<file path="src/rtl/radix4_booth_wallace_mul16.sv">
// 16x16 signed/unsigned multiplier: radix-4 Booth recoding, Wallace carry-save
// tree and a final carry-propagate adder, with the 32-bit product registered once.
module radix4_booth_wallace_mul16 (
    input  logic        clk,
    input  logic        rst,
    input  logic        signedFlag,
    input  logic [15:0] multiplicand,
    input  logic [15:0] multiplier,
    output logic [31:0] out
);

    // Bitwise 3:2 counter over whole rows; carries move up one weight and
    // anything that would land at 2^32 falls off the top.
    function automatic logic [31:0] faSum(input logic [31:0] a, input logic [31:0] b,
                                          input logic [31:0] c);
        return a ^ b ^ c;
    endfunction

    function automatic logic [31:0] faCarry(input logic [31:0] a, input logic [31:0] b,
                                            input logic [31:0] c);
        return ((a & b) | (a & c) | (b & c)) << 1;
    endfunction

    logic [17:0] xExt;
    logic [17:0] yExt;
    logic [18:0] yPad;
    logic [31:0] xRow;
    logic [31:0] x2Row;

    // Extending to 18 bits lets the signed Booth datapath handle unsigned operands too.
    assign xExt  = {{2{signedFlag & multiplicand[15]}}, multiplicand};
    assign yExt  = {{2{signedFlag & multiplier[15]}}, multiplier};
    assign yPad  = {yExt, 1'b0};
    assign xRow  = {{14{xExt[17]}}, xExt};
    assign x2Row = xRow << 1;

    // rows[0..8] are the Booth partial products, rows[9] gathers the +1
    // correction bits of every negated partial product.
    logic [31:0] rows [10];

    always_comb begin
        logic [2:0]  triple;
        logic        neg;
        logic [31:0] mag;
        logic [31:0] corrRow;
        corrRow = '0;
        triple  = '0;
        neg     = 1'b0;
        mag     = '0;
        for (int k = 0; k < 10; k++) begin
            rows[k] = '0;
        end
        for (int k = 0; k < 9; k++) begin
            triple = yPad[2*k +: 3];
            neg    = 1'b0;
            mag    = '0;
            case (triple)
                3'b001, 3'b010: mag = xRow;
                3'b011:         mag = x2Row;
                3'b100: begin
                    mag = x2Row;
                    neg = 1'b1;
                end
                3'b101, 3'b110: begin
                    mag = xRow;
                    neg = 1'b1;
                end
                default:        mag = '0;
            endcase
            rows[k]      = (neg ? ~mag : mag) << (2 * k);
            corrRow[2*k] = neg;
        end
        rows[9] = corrRow;
    end

    logic [31:0] s1 [7];
    logic [31:0] s2 [5];
    logic [31:0] s3 [4];
    logic [31:0] s4 [3];
    logic [31:0] sumRow;
    logic [31:0] carryRow;

    // Wallace stages: 10 -> 7 -> 5 -> 4 -> 3 -> 2 rows.
    assign s1[0] = faSum  (rows[0], rows[1], rows[2]);
    assign s1[1] = faCarry(rows[0], rows[1], rows[2]);
    assign s1[2] = faSum  (rows[3], rows[4], rows[5]);
    assign s1[3] = faCarry(rows[3], rows[4], rows[5]);
    assign s1[4] = faSum  (rows[6], rows[7], rows[8]);
    assign s1[5] = faCarry(rows[6], rows[7], rows[8]);
    assign s1[6] = rows[9];

    assign s2[0] = faSum  (s1[0], s1[1], s1[2]);
    assign s2[1] = faCarry(s1[0], s1[1], s1[2]);
    assign s2[2] = faSum  (s1[3], s1[4], s1[5]);
    assign s2[3] = faCarry(s1[3], s1[4], s1[5]);
    assign s2[4] = s1[6];

    assign s3[0] = faSum  (s2[0], s2[1], s2[2]);
    assign s3[1] = faCarry(s2[0], s2[1], s2[2]);
    assign s3[2] = s2[3];
    assign s3[3] = s2[4];

    assign s4[0] = faSum  (s3[0], s3[1], s3[2]);
    assign s4[1] = faCarry(s3[0], s3[1], s3[2]);
    assign s4[2] = s3[3];

    assign sumRow   = faSum  (s4[0], s4[1], s4[2]);
    assign carryRow = faCarry(s4[0], s4[1], s4[2]);

    logic [31:0] productD;
    logic [31:0] productQ;

    assign productD = sumRow + carryRow;

    always_ff @(posedge clk or posedge rst) begin
        if (rst) begin
            productQ <= '0;
        end else begin
            productQ <= productD;
        end
    end

    assign out = productQ;

endmodule

</file>
<file path="config.mk">
export PLATFORM = sky130hd
export DESIGN_NAME = radix4_booth_wallace_mul16
export DESIGN_NICKNAME = d
export VERILOG_FILES = /design/src/rtl/radix4_booth_wallace_mul16.sv
export SDC_FILE = /design/constraint.sdc
export NUM_CORES = 1
export LEC_CHECK = 0
export ABC_CLOCK_PERIOD_IN_PS = 1700
export CORE_MARGIN = 1.5
export CORE_UTILIZATION = 67
export CTS_CLUSTER_DIAMETER = 120
export DETAILED_ROUTE_END_ITERATION = 8
export GPL_TIMING_DRIVEN = 0
export PLACE_DENSITY = 0.95
export SYNTH_ARGS = -nofsm -noshare
export SYNTH_HDL_FRONTEND = slang
export SYNTH_SLANG_ARGS = --single-unit
</file>
<file path="constraint.sdc">
create_clock -name clk -period 1.7 [get_ports clk]
set_input_delay 0.34 -clock clk [delete_from_list [all_inputs] [get_ports clk]]
set_output_delay 0.34 -clock clk [all_outputs]
set_load 0.02 [all_outputs]
</file>
==> results of run 1 <==
==> through the flow <==
| step | setup slack [ns] | utilization, % | hold WS (ns) | area (um2) | setup TNS (ns) |
|---|---|---|---|---|---|
| after global placement | -5.788 | 75.84 | 0.7548 | 10450 | -132.30 |
| after CTS | -4.079 | 90.26 | 0.4713 | 12430 | -93.54 |
| after detailed placement | -5.861 | 75.84 | 0.7653 | 10450 | -137.97 |
| after floorplan | -3.936 | - | 0.4562 | 9731 | -89.53 |
==> cell families after synthesis <==
| group | Yosys count | synth area share [%] |
|---|---|---|
| xor gates and xnor gates | 158 | 14.70 |
| muxes | 20 | 2.207 |
| adders and majority gates | 234 | 41.88 |
| and+or+nand+nor | 106 | 5.357 |
| DFF | 32 | 8.508 |
| other | 1 | 0.03984 |
| buffers and inverters | 250 | 10.02 |
| AOI/OAI and AO/OA | 224 | 17.28 |
==> metal layers <==
| layer | global-route usage, % | overflow |
|---|---|---|
| met5 | 39.93 | 0 |
| met1 | 73.53 | 0 |
| met2 | 89.05 | 8 |
| met3 | 61.89 | 1 |
| met4 | 72.43 | 3 |
==> what timing repair did <==
item / in CTS
resized for setup: 326
pin swaps: 90
cloned: 0
endpoints found under the setup margin: 31
setup buffers: 85
==> flow_summary.yaml, run 1 <==
placed_design:
  dpl.hpwl_mm: 21.48
  gp_congestion: 1.074
  dpl.cell_count: 1254
  port_buffers: 49
synth:
  synth_nets: 1294
  syn_inst: 1025
  ys_ff_latch: 32
  synth-edff-count: 0
  netlist_area_um2: 9412
  netlist_top_cells_count: "inv_1, fa_1, a22oi_1"
  yosysTopAreaCell: "fa_1"
  synth.top_cell.area_share_pct: 28.72
  yosysMostFrequentCell: "inv_1"
  synth-seq-area-share_pct: 8.508
  synth_area_leaders: "fa_1, ha_1, xnor2_1"
  synth_cell_types: 57
  async_flop_share_pct: 100.0
  yosys_most_used_dff: "dfrtp_1"
  synth_warnings: 0
  syn_avg_cell_area_um2: 9.182
global_routing:
  groute.usage.overall_pct: 74.34
  grt-ovfl-total: 12
  grt_max_degree: 33
clock_tree:
  cts-buffers-inserted: 5
  htreeDepth: 2
  numClockSinks: 32
  cts_hold_buf: 0
  clockRootBuffer: "clkbuf_16"
  cts.path.max_buffers: 2
die:
  num_rows: 43
  ios: 67
  start_util_pct: 68.33
  die_w_um: 121.5
  chipHeight_um: 121.5
status:
  error: "[ERROR GRT-0232] Routing congestion too high. Check the congestion heatmap in the GUI."
  status: "aborted with a tool error"
  stop_stage: "global routing"
timing:
  worst_endpoint_kind: "sequential cell input"
  crit_endpoint: "out[31]$_DFF_PP0_/D"
==> run 2: changes to the inputs <==
--- a/config.mk
+++ b/config.mk
@@ -7,11 +7,10 @@
 export LEC_CHECK = 0
 export ABC_CLOCK_PERIOD_IN_PS = 1700
 export CORE_MARGIN = 1.5
-export CORE_UTILIZATION = 67
-export CTS_CLUSTER_DIAMETER = 120
+export CORE_UTILIZATION = 40
 export DETAILED_ROUTE_END_ITERATION = 8
 export GPL_TIMING_DRIVEN = 0
-export PLACE_DENSITY = 0.95
+export PLACE_DENSITY_LB_ADDON = 0.15
 export SYNTH_ARGS = -nofsm -noshare
 export SYNTH_HDL_FRONTEND = slang
 export SYNTH_SLANG_ARGS = --single-unit
==> run 2 against run 1 <==
- the flow now finishes, with violations (setup timing)
- synthesized cell count unchanged
- area after synthesis unchanged
==> flow_summary.yaml, run 2 <==
placed_design:
  gp_congestion: 0.9442
  dpl.hpwl_mm: 21.72
  dpl_cell_area_um2: 10640
  port_buffers: 49
timing:
  hold_violations: 0
  period_share_pct: 340.2
  slew_headroom_pct: 58.90
  tightest_slew_ns: 0.6165
  grt_setup_unrepaired: "yes"
  setup_ws_ns: -4.084
  hold_slack_ns: 0.4194
  report.final.slew_viol_count: 0
  period_minus_slack_ns: 5.784
  fmax_mhz: 172.9
  setup_viol_count_final: 30
cells_and_area:
  drive_gt1_share_pct: 32.45
  n_antenna_cell: 0
  layout_commonest_cell: "inv_1"
  most-common-layout-cells: "inv_1, fa_1, xnor2_1"
  num-fill-cells: 2098
  design_area_um2: 12910
  final_net_count: 1443
  syn_to_final_growth_pct: 37.22
  largest_reg_flops: 32
die:
  core_area_um2: 22850
  chipHeight_um: 156.4
  dieArea_um2: 24460
  die_w_um: 156.4
  num_rows: 55
  ios: 67
  start_util_pct: 41.19
synth:
  ys_ff_latch: 32
  synth.top_cell.area_share_pct: 28.72
  yosysTopAreaCell: "fa_1"
  netlist_area_um2: 9412
  synth_cell_types: 57
  synth_area_leaders: "fa_1, ha_1, xnor2_1"
  yosysMostFrequentCell: "inv_1"
  syn_avg_cell_area_um2: 9.182
  synth_nets: 1294
  synth-seq-area-share_pct: 8.508
  synth-edff-count: 0
  async_flop_share_pct: 100.0
  synth_warnings: 0
  syn_inst: 1025
  netlist_top_cells_count: "inv_1, fa_1, a22oi_1"
  yosys_most_used_dff: "dfrtp_1"
worst_setup_path:
  slowest_stage: "fa_1"
  crit_arrival_ns: 6.00
  critPathMaxStageDelay_ns: 0.61
  crit_type: "primary input to register"
  required_ns: 1.92
  crit_path_max_fanout: 5
  cp-end-kind: "register"
  cp-start-kind: "primary input"
  cp_common_cell: "fa_1"
clock_tree:
  clk_pin_slew_ns: 0.06
  numClockSinks: 32
  cts_tree: "built"
  cts.path.max_buffers: 2
  htreeDepth: 2
  clockRootBuffer: "clkbuf_16"
  cts-buffers-inserted: 5
global_routing:
  antenna_found_initial: 0
  groute.usage.overall_pct: 24.78
  grt-ovfl-total: 0
  grt_pass1_vias: 8188
  grt_pass1_wl_mm: 45.86
  grt_max_degree: 22
worst_hold_path:
  min_path_type: "primary input to async pin"
status:
  violations: "setup timing"
  status: "finished with violations"
drt:
  ant_nets: 0
  drcViolationCount: 0
  vias_per_cell: 5.397
  dr.pass1.iters: 6
  first_iter_violations: 539
  drt-total-wl_mm: 29.01
  routedWlPerCell_um: 19.51
  vias: 8026
run:
  maxCapViolCount: 0
## run 2: metrics by stage
stage / cells / worst slack (ns) / setup TNS [ns] / utilization [%]
after floorplan: 1025 / -3.936 / -89.53 / -
after global placement: 1387 / -5.959 / -139.96 / 46.45
after detailed placement: 1388 / -5.934 / -131.86 / 46.57
after CTS: 1460 / -4.007 / -91.72 / 54.34
after global routing: 1487 / -4.274 / -97.58 / 56.53
final: 1487 / -4.084 / -93.92 / 56.53
## run 2: worst max-delay path, delay by kind of cell
family / cells / cell delay, ns
AO/OA/AOI/OAI: 7 / 1.40
XOR/XNOR: 1 / 0.13
adder cells (fa/ha/maj): 7 / 2.88
buffers and inverters: 9 / 0.72
AND/OR/NAND/NOR: 2 / 0.51
## run 2: logic make-up (layout without fill, tap and decap cells)
logic type	count (synthesis)	count (layout)	share of synthesized area, %
fa+ha+maj	234	234	41.88
xor+xnor	158	158	14.70
mux	20	20	2.207
flops	32	32	8.508
simple gates	106	106	5.357
buf+inv	250	399	10.02
other cells	1	1	0.03984
compound gates	224	224	17.28
## run 2: worst max path at each step
| stage | from | endpoint | slack, ns | cells past startpoint |
|---|---|---|---|---|
| final | multiplier[3] | out[30]$_DFF_PP0_ | -4.08 | 26 |
| after global routing | multiplier[3] | out[30]$_DFF_PP0_ | -4.27 | 26 |
| after CTS | multiplier[3] | out[30]$_DFF_PP0_ | -4.01 | 26 |
| after detailed placement | multiplicand[15] | out[31]$_DFF_PP0_ | -5.93 | 22 |
| after global placement | multiplicand[15] | out[31]$_DFF_PP0_ | -5.96 | 22 |
| after floorplan | multiplier[3] | out[30]$_DFF_PP0_ | -3.94 | 25 |
## run 2: final cells by class
| type | instances | area, um2 | share of cell area (%) |
|---|---|---|---|
| Buffer | 70 | 660.6 | 5.115 |
| Clock buffer | 6 | 128.9 | 0.9979 |
| Multi-Input combinational cell | 743 | 8881 | 68.77 |
| Sequential cell | 32 | 800.8 | 6.200 |
| Tap cell | 313 | 391.6 | 3.032 |
| Clock inverter | 1 | 5.005 | 0.03875 |
| Inverter | 175 | 666.9 | 5.164 |
| Timing Repair Buffer | 147 | 1380 | 10.69 |
## run 2: timing repair
action / CTS / global route
hold buffers: 0 / 0
cloned: 2 / 0
endpoints found under the setup margin: 31 / 30
gates resized for setup: 296 / 98
pin swaps: 84 / 67
buffers inserted: 72 / 28
## run 2: layer usage
| layer | track usage [%] | vias up | part of all wire [%] |
|---|---|---|---|
| met5 | 0 | - | 0 |
| met1 | 33.48 | 4012 | 43 |
| met4 | 7.075 | 0 | 2.5 |
| met2 | 40.17 | 293 | 47 |
| met3 | 5.012 | 49 | 7.6 |
| li1 | - | 3672 | - |
Power of run 2 is not shown: default switching activity piles up to over one toggle a cycle in this logic, so the estimate is an artifact.
